**src/rtl/bin2bcd_seq_pkg.sv**
```systemverilog
// Shared definitions for the sequential binary-to-BCD converter:
// FSM state encoding, BCD constants and elaboration-time helper functions.
package bin2bcd_seq_pkg;

  typedef enum logic {
    IDLE = 1'b0,
    CONV = 1'b1
  } state_t;

  // Value every digit takes when the input is beyond the displayable range.
  localparam logic [3:0] BCD_NINE = 4'h9;

  // 10^digits held at 64 bits so the overflow compare cannot wrap for any
  // realistic digit count.
  function automatic logic [63:0] pow10(input int digits);
    logic [63:0] p;
    p = 64'd1;
    for (int i = 0; i < digits; i++) begin
      p = p * 64'd10;
    end
    return p;
  endfunction

  // Number of bits needed to count 0..value-1.
  function automatic int clog2(input int value);
    int r;
    r = 0;
    while ((1 << r) < value) begin
      r++;
    end
    return r;
  endfunction

endpackage

```
**src/rtl/bin2bcd_seq_bcd_digit_adjust.sv**
```systemverilog
// Single BCD digit correction cell for the double-dabble algorithm:
// a digit of five or more gets three added so that the following left
// shift carries correctly into the next decimal digit.
module bcd_digit_adjust (
  input  logic [3:0] digit,
  output logic [3:0] adjusted
);

  // Add three when the digit would reach ten or more after doubling.
  always_comb begin
    adjusted = digit;
    if (digit >= 4'd5) begin
      adjusted = digit + 4'd3;
    end
  end

endmodule

```
**src/rtl/bin2bcd_seq.sv**
```systemverilog
// Sequential binary-to-BCD converter feeding the two-digit seven-segment
// driver. One binary bit is consumed per clock; the packed BCD result and
// the overflow flag are held stable between conversions so the driver can
// sample them on its own refresh tick. Inputs of 10^DIGITS or more show
// as all nines with ovf raised.
module bin2bcd_seq
  import bin2bcd_seq_pkg::*;
#(
  parameter int IN_W   = 7,
  parameter int DIGITS = 2
) (
  input  logic                  clk,
  input  logic                  reset,
  input  logic                  start,
  input  logic [IN_W-1:0]       bin,
  output logic                  busy,
  output logic                  done,
  output logic [4*DIGITS-1:0]   bcd,
  output logic                  ovf
);

  localparam int BCD_W     = 4 * DIGITS;
  localparam int CNT_BITS  = clog2(IN_W);
  localparam int CNT_W     = (CNT_BITS < 1) ? 1 : CNT_BITS;
  localparam logic [63:0] LIMIT = pow10(DIGITS);
  localparam logic [CNT_W-1:0] LAST_BIT = CNT_W'(IN_W - 1);
  localparam logic [BCD_W-1:0] ALL_NINES = {DIGITS{BCD_NINE}};

  state_t              state;
  logic [IN_W-1:0]     shift_reg;
  logic [BCD_W-1:0]    scratch;
  logic [BCD_W-1:0]    adjusted;
  logic [BCD_W-1:0]    scratch_next;
  logic [CNT_W-1:0]    bit_cnt;
  logic                ovf_pending;
  logic                bin_over;

  // The operand is compared at 64 bits against 10^DIGITS; when that limit
  // exceeds the largest IN_W-bit value this is simply never true.
  assign bin_over = (64'(bin) >= LIMIT);

  // One correction cell per BCD digit of the scratch register.
  for (genvar g = 0; g < DIGITS; g++) begin : g_adjust
    bcd_digit_adjust u_adjust (
      .digit    (scratch[4*g +: 4]),
      .adjusted (adjusted[4*g +: 4])
    );
  end

  // Shift the corrected scratch left, pulling in the next operand bit; the
  // carry out of the top digit is dropped since it only occurs on overflow.
  assign scratch_next = BCD_W'({adjusted, shift_reg[IN_W-1]});

  // Control FSM together with the datapath and result registers.
  always_ff @(posedge clk or posedge reset) begin
    if (reset) begin
      state       <= IDLE;
      shift_reg   <= '0;
      scratch     <= '0;
      bit_cnt     <= '0;
      ovf_pending <= 1'b0;
      busy        <= 1'b0;
      done        <= 1'b0;
      bcd         <= '0;
      ovf         <= 1'b0;
    end else begin
      case (state)
        IDLE: begin
          done <= 1'b0;
          if (start) begin
            shift_reg   <= bin;
            scratch     <= '0;
            bit_cnt     <= '0;
            ovf_pending <= bin_over;
            busy        <= 1'b1;
            state       <= CONV;
          end
        end
        CONV: begin
          scratch   <= scratch_next;
          shift_reg <= shift_reg << 1;
          bit_cnt   <= bit_cnt + 1'b1;
          done      <= 1'b0;
          if (bit_cnt == LAST_BIT) begin
            bcd     <= ovf_pending ? ALL_NINES : scratch_next;
            ovf     <= ovf_pending;
            done    <= 1'b1;
            busy    <= 1'b0;
            bit_cnt <= '0;
            state   <= IDLE;
          end
        end
        default: begin
          state <= IDLE;
          busy  <= 1'b0;
          done  <= 1'b0;
        end
      endcase
    end
  end

endmodule

```
**config.mk**
```make
export PLATFORM = sky130hd
export DESIGN_NAME = bin2bcd_seq
export DESIGN_NICKNAME = d
export VERILOG_FILES = /design/src/rtl/bin2bcd_seq_pkg.sv /design/src/rtl/bin2bcd_seq_bcd_digit_adjust.sv /design/src/rtl/bin2bcd_seq.sv
export SDC_FILE = /design/constraint.sdc
export NUM_CORES = 1
export LEC_CHECK = 0
export BUFFER_PORTS_ARGS = -buffer_cell sky130_fd_sc_hd__buf_2
export CAP_MARGIN = 30
export CORE_ASPECT_RATIO = 0.6
export CORE_MARGIN = 4
export CORE_UTILIZATION = 25
export DETAILED_ROUTE_END_ITERATION = 10
export SLEW_MARGIN = 20
export SYNTH_ARGS = -nofsm -noshare
export SYNTH_HDL_FRONTEND = slang
export SYNTH_SLANG_ARGS = --single-unit
```
**constraint.sdc**
```tcl
create_clock -name clk -period 3.05 [get_ports clk]
set_input_delay 0.61 -clock clk [delete_from_list [all_inputs] [get_ports clk]]
set_output_delay 0.61 -clock clk [all_outputs]
set_load 0.05 [all_outputs]
```
# After elaboration in Yosys (flattened, before gate mapping)
# Index checks and enable logic that the tools add are counted.
# word_totals
ram_bits	0
rom_bits	0
out_inout_bits	11
memories	0
register_bits	31
latchBits	0
wordCells	40
# op_classes
n_reduce_logical	3
order_cmp	3
n_mux	18
addsub	3
shifts	0
bitwise_logic	1
eq_ne	3
n_mul	0
div_mod_pow	0
# op_table
operator	n
two-way mux 8 bit	2
case mux 8 bit (2 select lines)	1
case mux 7 bit (2 select lines)	1
two-way mux 3 bit	3
>= comparator 4 x 3 -> 1 bit, second input constant	2
>= comparator 7 bit, second input constant	1
two-way mux 7 bit	1
case mux 1 bit (2 select lines)	3
case mux 3 bit (2 select lines)	1
AND reduction 2 bit	3
two-way mux 1 bit	5
adder 4 x 2 -> 4 bit, second input constant	1
two-way mux 4 bit	1
adder 3 x 1 -> 3 bit, second input constant	1
adder 3 x 2 -> 3 bit, second input constant	1
equality test 3 bit, second input constant	1
!= test 2 x 1 -> 1 bit, second input constant	1
!= test 2 bit, second input constant	1
NOT 1 bit	1

# Logic depth before layout (Yosys ltp)
# depth
word_depth	3
ltp_mapped	6
mapped_depth_nobuf	6

# Modules after synthesis
# Synthesis repeated with hierarchy kept, for this count alone.
# unflattened
hier_cells	140
area_unflattened_um2	1519.0
# modules_own_cells
mod	cells_each	area_per_inst_um2	instances	seq_area_each_um2
bin2bcd_seq	108	1316.3	1	775.7
bcd_digit_adjust	16	101.3	2	0.0

# Least setup slack after synthesis
# Ideal clock, no wire load.
# synth_timing
kind	register to register
start	reg scratch[4]
end	reg bcd[6]
period_less_slack_ns	1.384
path_slack_ns	1.666
path_buffers	0
path_stages_with_launch	6
setup_time_ns	0.122
arrival_ns	1.262
cell_sequence	dfrtp_1 ha_1 nand2b_1 a21oi_1 nand2_1 a32o_1
# synth_via
elab_chain_cells	3
# synth_rtl
item	line_no	text
start: declaration	bin2bcd_seq.sv:31	logic [BCD_W-1:0] scratch;
start signal: assignment	bin2bcd_seq.sv:80	scratch <= scratch_next;
>= comparator 4 x 3 -> 1 bit / adder 3 x 2 -> 3 bit (equally long branches)	bin2bcd_seq_bcd_digit_adjust.sv:12, bin2bcd_seq_bcd_digit_adjust.sv:13	
two-way mux 3 bit *	bin2bcd_seq_bcd_digit_adjust.sv:12	if (digit >= 4'd5) begin
two-way mux 8 bit *	bin2bcd_seq.sv:85	bcd <= ovf_pending ? ALL_NINES : scratch_next;
end signal: assignment	bin2bcd_seq.sv:85	
end: declaration	bin2bcd_seq.sv:18	output logic [4*DIGITS-1:0] bcd,
# Every way passes the cells marked *; elsewhere a longest branch is shown, timed or not.
# A chain may end at the register's enable or synchronous reset.

# Worst setup path after layout
# layout_timing
start	reg scratch[0]
end	reg bcd[2]
# layout_via
elab_chain_cells	3
# layout_rtl
item	line_no
adder 4 x 2 -> 4 bit / >= comparator 4 x 3 -> 1 bit (equally long branches)	bin2bcd_seq_bcd_digit_adjust.sv:13, bin2bcd_seq_bcd_digit_adjust.sv:12
two-way mux 4 bit *	bin2bcd_seq_bcd_digit_adjust.sv:12
two-way mux 8 bit *	bin2bcd_seq.sv:85
# Marked as above.

==> results.yml <==
outcome:
  status: "completed"
timing:
  period_minus_slack_ps: 1620
  fin_crit_sh_pct: 53.1
  setup_ws_ps: 1430
  slew_headroom_pct: 69.6
  holdWs_ps: 399
  fin_tns_setup_ps: 0
  finalHoldViolCount: 0
  finalSetupViolations: 0
  fmaxAchievable_mhz: 617
  worstMarginPinSlew_ps: 455
  rsz0062_at_grt: "no"
  clock_skew_ps: 5.34
  report.final.slew_viol_count: 0
placed_design:
  place_ws_ps: 1440
  portBuffers: 20
  gp_routability_congestion: 0.778
  dp_hpwl_um: 2200
cts:
  clock_sinks: 31
  post_cts_buffers: 0
  hold_buffers: 0
  cts-buffers-inserted: 5
  cts_tree: "built"
  cts-root-buf: "clkbuf_8"
  cts_max_level: 2
  clk_latency_ps: 280
  clockBufferDepth: 2
  path_clk_slew_ps: 70
  post_cts.resized_instances: 0
synth:
  yosysMostFrequentCell: "dfrtp_1"
  ys_seq_area_share_pct: 53.8
  yosys_register_bits: 31
  synth_edf_count: 0
  syn_inst: 138
  syn_area_um2: 1440
  synth_cell_types: 29
  synth_area_leaders: "dfrtp_1 54%, mux2i_1 6.3%, nand2_1 4.7%, ha_1 3.5%, a22o_1 3.0%"
  async_flop_share_pct: 100
  synth_top_area_share_pct: 53.8
  syn_nets: 152
  synth_area_per_cell_um2: 10.4
  synth_ff_type: "dfrtp_1"
  yosysTopAreaCell: "dfrtp_1"
  ys_warn_count: 0
  synth_common_cells: "31 x dfrtp_1, 18 x nand2_1, 9 x mux2i_1, 9 x nor2_1, 8 x a21oi_1"
global_routing:
  grt_pass1_wl_um: 5110
  overflow: 0
  met3_usage_pct: 3.68
  grt_max_degree: 33
  antenna_found_initial: 0
  met2_usage_pct: 11.2
  grt_util_met1_pct: 14.9
  top_usage_layer: "met1"
  grt_pass1_vias: 1001
  grt_usage_pct: 9.41
route:
  vias_per_cell: 4.32
  drt_iter0_drc: 41
  postRouteAntennaNets: 0
  first_pass_iters: 4
  drc: 0
  routedWlPerCell_um: 12.3
  dr_total_vias: 1054
  wl_um: 2990
critical_path:
  critPathLaunchType: "register"
  crit_path_top_delay_cell: "dfrtp_1"
  worstReg2RegEnd: "bcd[2]"
  critPathRequiredTime_ps: 3270
  critPathTopFamily: "flip-flops"
  critical_path_buf_inv_count: 1
  r2r_slack_ps: 1430
  crit_chain: "inv_1, ha_1, nand2b_1, a21oi_2, mux2i_1, a22o_1"
  critPathArrivalTime_ps: 1840
  worstSetupEndpointType: "register"
  max_stage_delay_ps: 410
  reg2reg_from: "scratch[0]"
  reg2reg_depth: 6
  crit_type: "reg -> reg"
  path_max_fanout: 5
floorplan:
  rows: 21
  die_area_um2: 7080
  coreArea_um2: 5570
  initial_core_util_pct: 25.9
  die_h_um: 66.8
  die_w_um: 106
  num_io_pins: 21
power:
  p_leak_uw: 0.000827
  ir_drop_mv: 0.295
  report.power.total_uw: 1990
  power-per-cell-area_nw_per_um2: 1140
run:
  drv_cap: 0
layout:
  utilization_pct: 31.2
  antenna_cells: 0
  area_growth_pct: 20.6
  nets: 177
  drive_gt1_share_pct: 20.1
worst_hold_path:
  hold_class: "in -> async"
[worst reg2reg max path, stage by stage (launching register included)]
cell and delay, ps:
dfrtp_1 410, inv_1 110, ha_1 250, nand2b_1 110, a21oi_2 200, mux2i_1 310
a22o_1 170
[power by group]
part	switching, uW	internal [uW]
registers	153	585
logic	571	326
clock network	147	206
total	872	1120
[through the flow]
step                      cells  cell area (um2)
after floorplan             138             1440
after global placement      236             1640
after detailed placement    236             1640
after CTS                   244             1740
after global routing        244             1740
final                       244             1740
[cells in the final DEF, fill, tap and decap left out, drive strengths merged]
cell type | Yosys | routed
dfrtp | 31 | 31
buf | 3 | 22
nand2 | 18 | 18
o21ai | 14 | 14
nor2 | 10 | 10
mux2i | 9 | 9
a21oi | 9 | 9
clkbuf | 1 | 8
inv | 7 | 7
nand2b | 6 | 6
a22o | 5 | 5
ha | 4 | 4
nor3b | 3 | 3
a21o | 3 | 3
nand3 | 3 | 3
xnor2 | 2 | 2
a32o | 2 | 2
nor3 | 2 | 2
and2b | 1 | 1
a31oi | 1 | 1
o31ai | 1 | 1
o311ai | 1 | 1
nor2b | 1 | 1
a31o | 1 | 1
[metal layers]
metal  routed length [um]  up-vias
met3                  176        3
met2                 1040       33
li1                     -      529
met4                   17        0
met5                    0        -
met1                 1760      489
[how the worst max path moves through the flow]
stage               start          to  cells after the start
6_report       scratch[0]      bcd[2]                      6
5_1_grt        scratch[0]      bcd[2]                      6
4_1_cts        scratch[0]      bcd[2]                      6
3_5_place_dp        start  scratch[7]                      4
3_3_place_gp        start  scratch[7]                      4
2_1_floorplan  scratch[4]      bcd[6]                      5
[cell type report]
class | instances | area, um2
clock buffers | 8 | 100
fillers | 607 | 3830
inverters | 7 | 28.8
multi-input cells | 96 | 618
flip-flops and latches | 31 | 776
well taps | 80 | 100
repair buffers | 22 | 115
[cell families after synthesis]
kind of cell / after synthesis / synth area share, %
DFF: 31 / 53.8
adders and majority gates: 4 / 3.47
muxes: 9 / 6.25
buffers and inverters: 11 / 3.30
and+or+nand+nor: 44 / 15.5
xor gates and xnor gates: 2 / 1.22
AOI/OAI and AO/OA: 37 / 16.4
No activity file was read; power rests on OpenSTA's default activity.
